===== src/rtl/pipe_ctrl_pkg.sv =====
// Shared definitions for the pipeline interlock: mult/div state encoding,
// register-zero constant, default unit latencies and the source-match helper.
package pipe_ctrl_pkg;

    localparam logic [0:0] MD_IDLE = 1'b0;
    localparam logic [0:0] MD_BUSY = 1'b1;

    localparam logic [4:0] REG_ZERO = 5'd0;

    localparam int DEF_MULT_CYCLES = 4;
    localparam int DEF_DIV_CYCLES  = 32;
    localparam int DEF_CNT_W       = 6;

    // $0 is hardwired, so a producer writing it can never create a dependency.
    function automatic logic reg_match(input logic [4:0] waddr,
                                       input logic [4:0] src,
                                       input logic       used);
        return used && (waddr != REG_ZERO) && (waddr == src);
    endfunction

endpackage


===== src/rtl/md_busy_counter.sv =====
// Mult/div occupancy tracker: IDLE/BUSY FSM plus a down-counter that pulses
// md_done_o in the cycle HI/LO is written.
module md_busy_counter
    import pipe_ctrl_pkg::*;
#(
    parameter int MULT_CYCLES = DEF_MULT_CYCLES,
    parameter int DIV_CYCLES  = DEF_DIV_CYCLES,
    parameter int CNT_W       = DEF_CNT_W
) (
    input  logic clock,
    input  logic reset_n,
    input  logic mult_start_i,
    input  logic div_start_i,
    input  logic flush_i,
    output logic md_busy_o,
    output logic md_done_o
);

    localparam logic [CNT_W-1:0] MULT_LOAD = CNT_W'(MULT_CYCLES - 1);
    localparam logic [CNT_W-1:0] DIV_LOAD  = CNT_W'(DIV_CYCLES - 1);

    logic [0:0]       state_q, state_d;
    logic [CNT_W-1:0] cnt_q, cnt_d;
    logic             cntZero;

    assign cntZero = (cnt_q == '0);

    // A flush always wins; starts are only honoured from IDLE, div over mult.
    always_comb begin
        state_d = state_q;
        cnt_d   = cnt_q;
        if (flush_i) begin
            state_d = MD_IDLE;
            cnt_d   = '0;
        end else if (state_q == MD_IDLE) begin
            if (div_start_i) begin
                state_d = MD_BUSY;
                cnt_d   = DIV_LOAD;
            end else if (mult_start_i) begin
                state_d = MD_BUSY;
                cnt_d   = MULT_LOAD;
            end
        end else if (cntZero) begin
            state_d = MD_IDLE;
        end else begin
            cnt_d = cnt_q - CNT_W'(1);
        end
    end

    always_ff @(posedge clock or negedge reset_n) begin
        if (!reset_n) begin
            state_q <= MD_IDLE;
            cnt_q   <= '0;
        end else begin
            state_q <= state_d;
            cnt_q   <= cnt_d;
        end
    end

    assign md_busy_o = (state_q == MD_BUSY);
    assign md_done_o = md_busy_o & cntZero & ~flush_i;

endmodule


===== src/rtl/hazard_stall_ctrl.sv =====
// Pipeline interlock: load-use, branch-on-load and HI/LO hazards drive PC/IF_ID
// enables and the ID/EX bubble. Optional STALL_PERF_EN adds a stall-cycle counter.
module hazard_stall_ctrl
    import pipe_ctrl_pkg::*;
#(
    parameter int MULT_CYCLES = DEF_MULT_CYCLES,
    parameter int DIV_CYCLES  = DEF_DIV_CYCLES,
    parameter int CNT_W       = DEF_CNT_W
) (
    input  logic        clock,
    input  logic        reset_n,
    input  logic [4:0]  ID_rs,
    input  logic [4:0]  ID_rt,
    input  logic        ID_use_rs,
    input  logic        ID_use_rt,
    input  logic        ID_is_branch,
    input  logic        ID_use_hilo,
    input  logic        ID_EX_MemRead,
    input  logic [4:0]  ID_EX_waddr,
    input  logic        EX_MEM_MemRead,
    input  logic [4:0]  EX_MEM_waddr,
    input  logic        EX_mult_start,
    input  logic        EX_div_start,
    input  logic        ex_flush,
    output logic        PC_write,
    output logic        IF_ID_write,
    output logic        ID_EX_bubble,
    output logic        md_busy,
    output logic        md_done
`ifdef STALL_PERF_EN
    ,
    output logic [31:0] stall_count
`endif
);

    logic loadUse, brLoad, hiloHaz, stall;

    md_busy_counter #(
        .MULT_CYCLES (MULT_CYCLES),
        .DIV_CYCLES  (DIV_CYCLES),
        .CNT_W       (CNT_W)
    ) u_md_busy_counter (
        .clock        (clock),
        .reset_n      (reset_n),
        .mult_start_i (EX_mult_start),
        .div_start_i  (EX_div_start),
        .flush_i      (ex_flush),
        .md_busy_o    (md_busy),
        .md_done_o    (md_done)
    );

    assign loadUse = ID_EX_MemRead &
                     (reg_match(ID_EX_waddr, ID_rs, ID_use_rs) |
                      reg_match(ID_EX_waddr, ID_rt, ID_use_rt));

    // Branches compare in ID, so a load still in MEM cannot be forwarded in time.
    assign brLoad  = ID_is_branch & EX_MEM_MemRead &
                     (reg_match(EX_MEM_waddr, ID_rs, ID_use_rs) |
                      reg_match(EX_MEM_waddr, ID_rt, ID_use_rt));

    assign hiloHaz = ID_use_hilo & (EX_mult_start | EX_div_start | (md_busy & ~md_done));

    assign stall        = (loadUse | brLoad | hiloHaz) & ~ex_flush;
    assign PC_write     = ~stall;
    assign IF_ID_write  = ~stall;
    assign ID_EX_bubble = stall | ex_flush;

`ifdef STALL_PERF_EN
    logic [31:0] stallCount_q;

    always_ff @(posedge clock or negedge reset_n) begin
        if (!reset_n) begin
            stallCount_q <= '0;
        end else if (stall) begin
            stallCount_q <= stallCount_q + 32'd1;
        end
    end

    assign stall_count = stallCount_q;
`endif

endmodule


===== config.mk =====
export PLATFORM = sky130hd
export DESIGN_NAME = hazard_stall_ctrl
export DESIGN_NICKNAME = d
export VERILOG_FILES = /design/src/rtl/pipe_ctrl_pkg.sv /design/src/rtl/md_busy_counter.sv /design/src/rtl/hazard_stall_ctrl.sv
export SDC_FILE = /design/constraint.sdc
export NUM_CORES = 1
export LEC_CHECK = 0
export CAP_MARGIN = 30
export CORE_MARGIN = 1
export CORE_UTILIZATION = 40
export DETAILED_ROUTE_END_ITERATION = 8
export HOLD_SLACK_MARGIN = 0.06
export PLACE_DENSITY = 0.79
export SYNTH_ARGS = -nofsm -noshare
export SYNTH_HDL_FRONTEND = slang
export SYNTH_SLANG_ARGS = --single-unit
export TNS_END_PERCENT = 10

===== constraint.sdc =====
create_clock -name clock -period 3.8 [get_ports clock]
set_input_delay 0.38 -clock clock [delete_from_list [all_inputs] [get_ports clock]]
set_output_delay 0.38 -clock clock [all_outputs]
set_load 0.1 [all_outputs]

==> flow_metrics.env, run 1 <==
export IMPL_status="complete, no violations"
export IMPL_grt_remaining_overflow=0
export IMPL_netlist_area_um2=738.2
export IMPL_fmax_ghz=0.3949
export IMPL_r2r_worst_path_cells=7
export IMPL_multiInputGateArea_um2=535.5
export IMPL_setup_viol=0
export IMPL_cts_made_buffers=3
export IMPL_cts_sinks=7
export IMPL_ys_flop_type="dfrtp_1"
export IMPL_vdd_drop_max_mv=0.1589
export IMPL_cts_resized_gates=0
export IMPL_synth_edf_count=0
export IMPL_cts_tree="built"
export IMPL_initial_core_util_pct=42.75
export IMPL_grt_usage_pct=19.67
export IMPL_yosys_warnings=0
export IMPL_fillerInstances=157
export IMPL_crit_path_max_fanout=3
export IMPL_powerDensity_nw_per_um2=313.5
export IMPL_fin_skew_ns=0.0007440
export IMPL_clk_pin_slew_worst_paths_ns=0.05
export IMPL_grt_max_degree=13
export IMPL_io_buffers=35
export IMPL_p_switching_uw=140.8
export IMPL_rows=15
export IMPL_antenna_found_initial=0
export IMPL_drc=0
export IMPL_tightest_slew_ns=0.9593
export IMPL_seq_area_um2=175.2
export IMPL_clockRootBuffer="clkbuf_4"
export IMPL_dr_pass1_iters=4
export IMPL_clock_path_buffers=2
export IMPL_hold_path_class="input pin to async pin"
export IMPL_combPwrFrac_pct=49.4
export IMPL_crit_path_end_kind="output port"
export IMPL_ys_types=32
export IMPL_r2r_end="u_md_busy_counter.cnt_q[4]$_DFFE_PN0P_"
export IMPL_regToRegSetupSlack_ns=2.08
export IMPL_rsz0062_at_grt="false"
export IMPL_cp_data_arrival_time_ns=2.15
export IMPL_timing_rr_start="u_md_busy_counter.cnt_q[0]$_DFFE_PN0P_"
export IMPL_core_um2=1727
export IMPL_netlist_instances=86
export IMPL_cts_hold_buffers=0
export IMPL_cp_required_ns=3.42
export IMPL_grt_pass1_wl_um=2842
export IMPL_synth_fp_nets=119
export IMPL_startpoint_type="input pin"
export IMPL_avgSynthCellArea_um2=8.584
export IMPL_seqPwrFrac_pct=30.7
export IMPL_nets=156
export IMPL_die_height_um=44.96
export IMPL_routed_wirelength_um=1790
export IMPL_slew_viol_final=0
export IMPL_ys_ff_latch=7
export IMPL_grt_pass1_vias=679
export IMPL_layout_min_cycle_time_ns=2.532
export IMPL_post_cts_buffers=0
export IMPL_dp_hpwl_um=1557
export IMPL_areaGrowthSynthToFinish_pct=51.69
export IMPL_ys_seq_area_share_pct=23.73
export IMPL_drive_gt1_share_pct=8.197
export IMPL_clock_latency_ns=0.25
export IMPL_die_area_um2=2021
export IMPL_layout_commonest_cell="clkdlybuf4s50_1"
export IMPL_synthArstFlopShare_pct=100.0
export IMPL_num_vias=786
export IMPL_layout_common_cells="31 x clkdlybuf4s50_1, 21 x xnor2_1, 9 x nand2_1"
export IMPL_slew_headroom_pct=35.84
export IMPL_io_pins=36
export IMPL_h_tree_depth=1
export IMPL_drt_iter0_markers=13
export IMPL_finalPower_uw=351.0
export IMPL_p_int_uw=210.2
export IMPL_leakage_uw=0.0004227
export IMPL_min_period_over_period_pct=66.64
export IMPL_ant_nets=0
export IMPL_gp_congestion=0.8456
export IMPL_drv_cap=0
export IMPL_avgRoutedWirePerCell_um=12.18
export IMPL_fp_dieW_um=44.96
export IMPL_path_class="input pin to output port"
export IMPL_setup_tns_final_ns=0
export IMPL_finalHoldViolations=0
export IMPL_swShare_pct=40.11
export IMPL_diodes=0
export IMPL_via_per_inst=5.347
export IMPL_utilization_pct=64.86
export IMPL_clock_power_share_pct=19.9
[critical path: stages]
cell and delay, ns:
clkdlybuf4s50_1 0.46, or4_1 0.53, o211ai_1 0.28, a31o_1 0.21
buf_4 0.29
[per-stage QoR]
step	std cells	setup WS, ns	hold slack [ns]	instance area, um2
floorplan	86	0.4847	0.08441	738.2
CTS	147	1.250	0.3837	1120
global placement	143	1.297	0.5144	1094
detailed placement	143	1.269	0.5222	1094
global route	147	1.131	0.3992	1120
finish	147	1.268	0.3840	1120
[logic make-up (layout without fill, tap and decap cells)]
group / after synthesis / after routing / synth area share [%]
adder cells (fa/ha/maj): 2 / 2 / 3.389
AO/OA/AOI/OAI: 22 / 22 / 21.19
XOR/XNOR: 21 / 21 / 24.92
buffers and inverters: 6 / 42 / 3.728
multiplexers: 1 / 1 / 1.356
flip-flops: 7 / 7 / 23.73
AND/OR/NAND/NOR: 27 / 27 / 21.69
[cell type report]
type | instances | area share (%)
Clock buffer | 4 | 2.346
Inverter | 3 | 1.006
Multi-Input combinational cell | 73 | 47.82
Sequential cell | 7 | 15.64
Tap cell | 25 | 2.793
Timing Repair Buffer | 35 | 30.39
[state kept, by name, summed over array words and instances (netlist names)]
signal / flops
u_md_busy_counter.cnt_q: 6
u_md_busy_counter.md_busy_o: 1
[metal layers]
layer	global-route usage [%]	routed length (um)
met5	0	0
met4	9.091	26
met1	21.71	718
met2	34.78	943
met3	5.200	101
[synth_stat cells, types with 3 or more instances]
cell	number	area share, %
nand4_1	4	3.4
o22ai_1	4	3.4
nand2_1	9	4.6
a22o_1	3	3.6
nor3_1	3	2.0
nor2_1	3	1.5
dfrtp_1	7	24
inv_1	3	1.5
xnor2_1	21	25
a21oi_1	3	2.0
[how the worst max path moves through the flow]
stage / from / endpoint / slack [ns] / cells past startpoint
floorplan: u_md_busy_counter.md_busy_o$_DFF_PN0_ / PC_write / 0.48 / 6
global placement: ID_EX_waddr[1] / IF_ID_write / 1.30 / 5
detailed placement: ID_EX_waddr[1] / IF_ID_write / 1.27 / 5
CTS: u_md_busy_counter.cnt_q[0]$_DFFE_PN0P_ / IF_ID_write / 1.25 / 8
global route: u_md_busy_counter.cnt_q[0]$_DFFE_PN0P_ / IF_ID_write / 1.13 / 8
finish: ID_EX_waddr[1] / IF_ID_write / 1.27 / 5
[power by group through the flow]
stage / sequential, uW / combinational (uW) / clock [uW]
CTS: 108 / 174 / 73.6
finish: 108 / 173 / 69.9
detailed placement: 108 / 174 / 0
global route: 110 / 188 / 79.2
global placement: 108 / 170 / 0
floorplan: 111 / 108 / 0
No activity file was read; power rests on OpenSTA's default activity.
==> run 2: changes to the inputs <==
--- a/config.mk
+++ b/config.mk
@@ -7,10 +7,10 @@
 export LEC_CHECK = 0
 export CAP_MARGIN = 30
 export CORE_MARGIN = 1
-export CORE_UTILIZATION = 40
+export CORE_UTILIZATION = 36
 export DETAILED_ROUTE_END_ITERATION = 8
 export HOLD_SLACK_MARGIN = 0.06
-export PLACE_DENSITY = 0.79
+export PLACE_DENSITY = 0.75
 export SYNTH_ARGS = -nofsm -noshare
 export SYNTH_HDL_FRONTEND = slang
 export SYNTH_SLANG_ARGS = --single-unit
==> constraint.sdc (replaced) <==
create_clock -name clock -period 2.1 [get_ports clock]
set_input_delay 0.21 -clock clock [delete_from_list [all_inputs] [get_ports clock]]
set_output_delay 0.21 -clock clock [all_outputs]
set_load 0.1 [all_outputs]
==> run 2 against run 1 <==
Routed wire length grew 25%. Global-route usage rose by 2.3 points. Critical path depth increased by 3. Worst setup slack got worse by 1.3 ns. Non-clock buffer count increased by 10. Clock power increased by 76%. The run now ends with negative setup slack left. Largest cell class unchanged. Via count up 7.9%. Largest power group unchanged. Clock skew hardly changed.
==> flow_metrics.env, run 2 (same netlist as run 1, synthesis figures left out) <==
export IMPL_rsz0062_at_grt="true"
export IMPL_path_delay_family="simple AND/OR/NAND/NOR gates"
export IMPL_cts_made_buffers=3
export IMPL_dp_hpwl_um=1821
export IMPL_h_tree_depth=1
export IMPL_leakage_uw=0.0005086
export IMPL_die_area_um2=2236
export IMPL_fmax_ghz=0.4608
export IMPL_gp_congestion=0.8651
export IMPL_num_vias=848
export IMPL_violations="negative setup slack"
export IMPL_clock_latency_ns=0.25
export IMPL_layout_min_cycle_time_ns=2.170
export IMPL_antenna_found_initial=0
export IMPL_vdd_drop_max_mv=0.3158
export IMPL_core_um2=1942
export IMPL_timing_rr_start="u_md_busy_counter.cnt_q[1]$_DFFE_PN0P_"
export IMPL_crit_path_max_fanout=2
export IMPL_cts_tree="built"
export IMPL_grt_max_degree=12
export IMPL_max_stage_delay_ns=0.40
export IMPL_drc=0
export IMPL_clockRootBuffer="clkbuf_4"
export IMPL_io_pins=36
export IMPL_routed_wirelength_um=2230
export IMPL_fin_skew_ns=0.001237
export IMPL_drive_gt1_share_pct=20.45
export IMPL_layout_commonest_cell="clkdlybuf4s50_1"
export IMPL_cp_data_arrival_time_ns=1.96
export IMPL_slew_headroom_pct=77.92
export IMPL_finalHoldViolations=0
export IMPL_avgRoutedWirePerCell_um=14.03
export IMPL_crit_path_end_kind="output port"
export IMPL_tightest_slew_ns=0.3302
export IMPL_areaGrowthSynthToFinish_pct=73.39
export IMPL_layout_common_cells="29 x clkdlybuf4s50_1, 21 x xnor2_1, 11 x buf_4"
export IMPL_cts_sinks=7
export IMPL_clock_path_buffers=2
export IMPL_powerDensity_nw_per_um2=551.6
export IMPL_grt_usage_pct=21.97
export IMPL_grt_remaining_overflow=0
export IMPL_rows=16
export IMPL_ant_nets=0
export IMPL_drv_cap=0
export IMPL_crit_path_top_delay_cell="dfrtp_1"
export IMPL_io_buffers=35
export IMPL_via_per_inst=5.333
export IMPL_cp_required_ns=1.89
export IMPL_startpoint_type="flip-flop"
export IMPL_slew_viol_final=0
export IMPL_layout_setup_ws_ns=-0.07029
export IMPL_fp_dieW_um=47.29
export IMPL_path_class="flip-flop to output port"
export IMPL_r2r_end="u_md_busy_counter.cnt_q[4]$_DFFE_PN0P_"
export IMPL_largest_reg_flops=6
export IMPL_nets=166
export IMPL_drt_iter0_markers=22
export IMPL_diodes=0
export IMPL_regToRegSetupSlack_ns=0.32
export IMPL_min_period_over_period_pct=103.3
export IMPL_grt_pass1_wl_um=3339
export IMPL_finalPower_uw=706.0
export IMPL_dr_pass1_iters=4
export IMPL_cts_hold_buffers=0
export IMPL_placed_area_um2=1201
export IMPL_hold_path_class="input pin to async pin"
export IMPL_die_height_um=47.29
export IMPL_status="complete, but fails checks"
export IMPL_finish_instance_area_um2=1280
export IMPL_r2r_worst_path_cells=8
export IMPL_crit_chain="inv_2 > ha_4 > and4bb_4 > nand3b_4 > a211o_1 > nand2_2 > nand4b_1 > buf_12"
export IMPL_grt_pass1_vias=821
export IMPL_clk_pin_slew_worst_paths_ns=0.05
export IMPL_setup_viol=3
export IMPL_initial_core_util_pct=38.02
export IMPL_regMostFlops="u_md_busy_counter.cnt_q"
export IMPL_path_buf_inv=2
-- run 2: cell count changes in the layout (fill, tap and decap cells not counted), moves of 2 or more --
| cell | delta |
|---|---|
| inv_2 | +2 |
| clkdlybuf4s50_1 | -2 |
| buf_12 | +4 |
| buf_4 | +7 |
| inv_1 | -2 |
-- run 2: worst max path at each step --
stage                                                       from      endpoint  slack (ns)  depth (start not counted)
after floorplan            u_md_busy_counter.md_busy_o$_DFF_PN0_  ID_EX_bubble       -0.35                          5
after global placement                            ID_EX_waddr[2]  ID_EX_bubble       0.004                          5
after detailed placement                          ID_EX_waddr[2]  ID_EX_bubble       -0.03                          5
after CTS                 u_md_busy_counter.cnt_q[1]$_DFFE_PN0P_  ID_EX_bubble       -0.04                          8
after global routing      u_md_busy_counter.cnt_q[1]$_DFFE_PN0P_  ID_EX_bubble       -0.16                          8
final                     u_md_busy_counter.cnt_q[1]$_DFFE_PN0P_  ID_EX_bubble       -0.07                          8
-- run 2: where the power goes --
part / switching [uW] / internal (uW) / leakage (uW)
clock network: 50.1 / 72.5 / 0.0000150
logic: 200 / 194 / 0.000406
registers: 29.1 / 160 / 0.0000879
-- run 2: worst reg2reg max path: stages (launching register included) --
cell	delay, ns
dfrtp_1	0.38
inv_2	0.07
ha_4	0.16
and4bb_4	0.20
buf_4	0.14
a21oi_1	0.23
nor2_1	0.13
o21ai_0	0.22
o21ai_0	0.11
-- run 2: layout make-up --
cell class,count,area [um2]
Tap cell,27,33.78
Clock buffer,4,26.28
Multi-Input combinational cell,73,568.0
Fill cell,169,661.9
Sequential cell,7,178.9
Timing Repair Buffer,45,461.7
Inverter,3,11.26
-- run 2: stage by stage --
step | util [%] | worst slack, ns | cells | TNS (ns) | hold WS (ns)
global placement | 61.86 | 0.004403 | 151 | 0 | 0.4859
finish | 65.91 | -0.07029 | 159 | -0.1808 | 0.2225
floorplan | - | -0.3457 | 86 | -0.4848 | -0.08559
detailed placement | 61.86 | -0.02616 | 151 | -0.07674 | 0.4899
global route | 65.91 | -0.1576 | 159 | -0.4210 | 0.2419
CTS | 64.43 | -0.04238 | 158 | -0.07900 | 0.2241
-- run 2: routing by layer --
metal  global-route usage [%]  vias to the layer above  routed length (um)
li1                         -                      407                   -
met1                    21.64                      389                 817
met2                    42.74                       46                1245
met3                    2.308                        6                 103
met4                    13.71                        0                  64
met5                        0                        -                   0
-- run 2: what timing repair did --
action / 4_1_cts / 5_1_grt
buffers inserted: 3 / 1
setup endpoints to repair: 3 / 3
pin swaps: 1 / 2
gates resized for setup: 3 / 4
hold endpoints to repair: 0 / 0
==> RTL change 1: new RTL, flow settings as in run 2 <==
Set the package constant `REG_ZERO` to 5'd1 (it was 5'd0).
--- a/src/rtl/pipe_ctrl_pkg.sv
+++ b/src/rtl/pipe_ctrl_pkg.sv
@@ -5,7 +5,7 @@
     localparam logic [0:0] MD_IDLE = 1'b0;
     localparam logic [0:0] MD_BUSY = 1'b1;
 
-    localparam logic [4:0] REG_ZERO = 5'd0;
+    localparam logic [4:0] REG_ZERO = 5'd1;
 
     localparam int DEF_MULT_CYCLES = 4;
     localparam int DEF_DIV_CYCLES  = 32;
Formal check against the unedited RTL: not equivalent (a bounded check fails within 4 cycles, from zero or initial values and one cycle with reset_n low).
==> RTL change 1 against run 2 <==
The run still ends with setup timing left; cell count stayed put; cell area decreased by 0.59%; critical path depth unchanged; via count fell by 0.94%; largest power group unchanged; wire length is 9.1% lower; utilization fell by 0.39 points; clock power grew 7%; register-to-register slack improved by 0.09 ns; sequential cell count unchanged; worst setup slack better by 0.051 ns; area after synthesis is 0.68% higher; total power shrank 1.5%.
==> RTL change 1: results <==
{
  "setup_viol": 3,
  "hold_slack_ns": 0.208,
  "pre_cts_ws_ns": -0.0172,
  "endpoint": "IF_ID_write",
  "clk_pin_slew_ns": 0.06,
  "r2r_slack_ns": 0.41,
  "gp_congestion": 0.903,
  "failed_checks": "setup timing",
  "p_leak_nw": 0.501,
  "tns_ns": -0.0520,
  "avgRoutedWirePerCell_um": 12.7,
  "outcome": "finished with violations",
  "worstReg2RegStart": "u_md_busy_counter.cnt_q[0]$_DFFE_PN0P_",
  "grt_max_degree": 13,
  "grt_usage": 0.195,
  "postCtsSetupBuffers": 3,
  "worst_slack_ns": -0.0196,
  "synth_area_leaders": "xnor2_1 (25%), dfrtp_1 (24%), nand2_1 (4.5%), a22o_1 (3.5%), ha_1 (3.4%)",
  "fillers": 162,
  "irDropWorstVdd_v": 0.000289,
  "vias": 840,
  "synthDistinctLibCells": 32,
  "yosysSeqAreaShare": 0.236,
  "antenna_cells": 0,
  "grt_pass1_wl_um": 3080,
  "grt_pass1_vias": 774,
  "critPathLaunch": "u_md_busy_counter.cnt_q[0]$_DFFE_PN0P_",
  "crit_arrival_ns": 1.91,
  "yosys_most_used_dff": "dfrtp_1",
  "final_area_um2": 1270,
  "skew_ns": 0.00407,
  "initialDrtViolationCount": 16
}
-- RTL change 1: layout make-up --
| cell class | count | area share |
|---|---|---|
| Tap cell | 27 | 0.0265 |
| Sequential cell | 7 | 0.141 |
| Timing Repair Buffer | 45 | 0.364 |
| Multi-Input combinational cell | 73 | 0.440 |
| Clock buffer | 4 | 0.0206 |
| Inverter | 3 | 0.00885 |
-- RTL change 1: critical path, delay by kind of cell, from the launching register on --
| kind | cells | cell delay [ns] |
|---|---|---|
| adder cells (fa/ha/maj) | 1 | 0.14 |
| buffers and inverters | 2 | 0.25 |
| AND/OR/NAND/NOR | 3 | 0.41 |
| AO/OA/AOI/OAI | 2 | 0.45 |
| flip-flops | 1 | 0.39 |
-- RTL change 1: cell families (layout without fill, tap and decap cells) --
kind of cell / Yosys count / after routing / share of synthesized area
and+or+nand+nor: 27 / 27 / 0.222
AOI/OAI and AO/OA: 22 / 22 / 0.210
xor gates and xnor gates: 21 / 21 / 0.247
DFF: 7 / 7 / 0.236
buffers and inverters: 6 / 52 / 0.0370
adders and majority gates: 2 / 2 / 0.0337
muxes: 1 / 1 / 0.0135
-- RTL change 1: metal layers --
metal  part of all wire  vias to the layer above  GRT usage
met1               0.39                      389      0.191
met4              0.022                        0     0.0857
met2               0.54                       35      0.416
met5                  0                        -          0
met3              0.052                        6          0
li1                   -                      410          -
-- RTL change 1: power breakdown --
group,internal (W),switching [W]
clock network,0.0000730,0.0000581
registers,0.000160,0.0000332
logic,0.000188,0.000183
total,0.000421,0.000274
-- RTL change 1: metrics by stage --
stage          std cells  total power, W
5_1_grt              159        0.000730
4_1_cts              158        0.000691
3_3_place_gp         151        0.000530
6_report             159        0.000695
3_5_place_dp         151        0.000540
2_1_floorplan         86        0.000400
==> RTL change 2: new RTL, config.mk and constraints of run 2 <==
Without the edit above. Register the outputs `PC_write`, `IF_ID_write` and `ID_EX_bubble`; this adds one clock of latency there. The other outputs are not delayed to match.
--- a/src/rtl/hazard_stall_ctrl.sv
+++ b/src/rtl/hazard_stall_ctrl.sv
@@ -61,9 +61,11 @@
     assign hiloHaz = ID_use_hilo & (EX_mult_start | EX_div_start | (md_busy & ~md_done));
 
     assign stall        = (loadUse | brLoad | hiloHaz) & ~ex_flush;
-    assign PC_write     = ~stall;
-    assign IF_ID_write  = ~stall;
-    assign ID_EX_bubble = stall | ex_flush;
+    always_ff @(posedge clock) begin
+        PC_write     <= ~stall;
+        IF_ID_write  <= ~stall;
+        ID_EX_bubble <= stall | ex_flush;
+    end
 
 `ifdef STALL_PERF_EN
     logic [31:0] stallCount_q;
Check against the original RTL: not equivalent (a bounded check fails within 4 cycles, from zero or initial values and one cycle with reset_n low).
==> RTL change 2 against run 2 <==
Wire length down 11%; combinational power down 19%; area after synthesis up 5.4%; sequential power up 25%; clock power up 9%; cell area down 8.3%; total power down 2.4%; worst setup slack better by 0.38 ns; sequential cell count up 2; critical endpoint is now md_done.
==> RTL change 2: results <==
{
  "pre_cts_ws_ns": 0.301,
  "fillers": 179,
  "post_cts_resized": 0,
  "initialDrtViolationCount": 7,
  "synthDistinctLibCells": 33,
  "p_sw_frac": 0.385,
  "syn_nets": 121,
  "wirelength_um": 1980,
  "outcome": "finished clean",
  "multi_input_area_um2": 536,
  "yosysSeqAreaShare": 0.277,
  "drive_gt1_frac": 0.0968,
  "irDropWorstVdd_v": 0.000252,
  "nets": 158,
  "grt_max_degree": 13,
  "skew_ns": 0.00838,
  "dp_hpwl_um": 1670,
  "vias": 791,
  "grt_usage": 0.182,
  "clk_pin_slew_ns": 0.07,
  "cpPeakStageDelay_ns": 0.42,
  "relSlewSlack": 0.777,
  "grt_pass1_wl_um": 3270,
  "postSynth.asyncResetShare": 0.778,
  "cp_max_fo": 5,
  "crit_family": "flip-flops",
  "synth_area_leaders": "xnor2_1 (24%), dfrtp_1 (23%), dfxtp_1 (5.1%), nand2_1 (4.3%), a22o_1 (3.4%)"
}
-- RTL change 2: cell count changes after synthesis, sizes merged --
cell   change
dfxtp      +2
-- RTL change 2: cell families after synthesis --
kind of cell / synth area share
flip-flops: 0.277
AO/OA/AOI/OAI: 0.201
XOR/XNOR: 0.236
buffers and inverters: 0.0354
multiplexers: 0.0129
AND/OR/NAND/NOR: 0.206
adder cells (fa/ha/maj): 0.0321
-- RTL change 2: area by class of cell --
class	count	share of cell area
inverter	3	0.00959
sequential	9	0.184
multi-input combinational	73	0.456
timing repair buffer	35	0.299
tap	27	0.0288
clock buffer	4	0.0224
-- RTL change 2: worst paths after layout --
path	endpoint	cells after the start	start	slack [ns]
setup / recovery	md_done	6	u_md_busy_counter.cnt_q[0]$_DFFE_PN0P_	0.31
hold / removal	u_md_busy_counter.cnt_q[4]$_DFFE_PN0P_	1	reset_n	0.21
min in group clock	u_md_busy_counter.cnt_q[5]$_DFFE_PN0P_	1	u_md_busy_counter.cnt_q[5]$_DFFE_PN0P_	0.56
hold reg to reg	u_md_busy_counter.cnt_q[5]$_DFFE_PN0P_	1	u_md_busy_counter.cnt_q[5]$_DFFE_PN0P_	0.56
max in group asynchronous	u_md_busy_counter.md_busy_o$_DFF_PN0_	1	reset_n	1.61
setup reg to reg	u_md_busy_counter.cnt_q[4]$_DFFE_PN0P_	7	u_md_busy_counter.cnt_q[0]$_DFFE_PN0P_	0.45
-- RTL change 2: stage by stage --
step,area [um^2],utilization,power (W),instances
CTS,1170,0.586,0.000691,151
global placement,1150,0.573,0.000549,147
detailed placement,1150,0.573,0.000557,147
finish,1170,0.586,0.000689,151
global route,1170,0.586,0.000732,151
floorplan,779,-,0.000438,88
-- RTL change 2: per-layer routing --
layer / GRT usage / wire, um / vias to the layer above
met1: 0.194 / 872 / 352
met3: 0.0409 / 109 / 6
met2: 0.343 / 956 / 37
met5: 0 / 0 / -
met4: 0.0735 / 44 / 0
li1: - / - / 396
-- RTL change 2: power by group through the flow --
stage	combinational [W]	sequential (W)	clock [W]
floorplan	0.000175	0.000264	0
global placement	0.000311	0.000239	0
detailed placement	0.000317	0.000240	0
CTS	0.000317	0.000237	0.000136
global route	0.000340	0.000243	0.000149
finish	0.000318	0.000237	0.000134
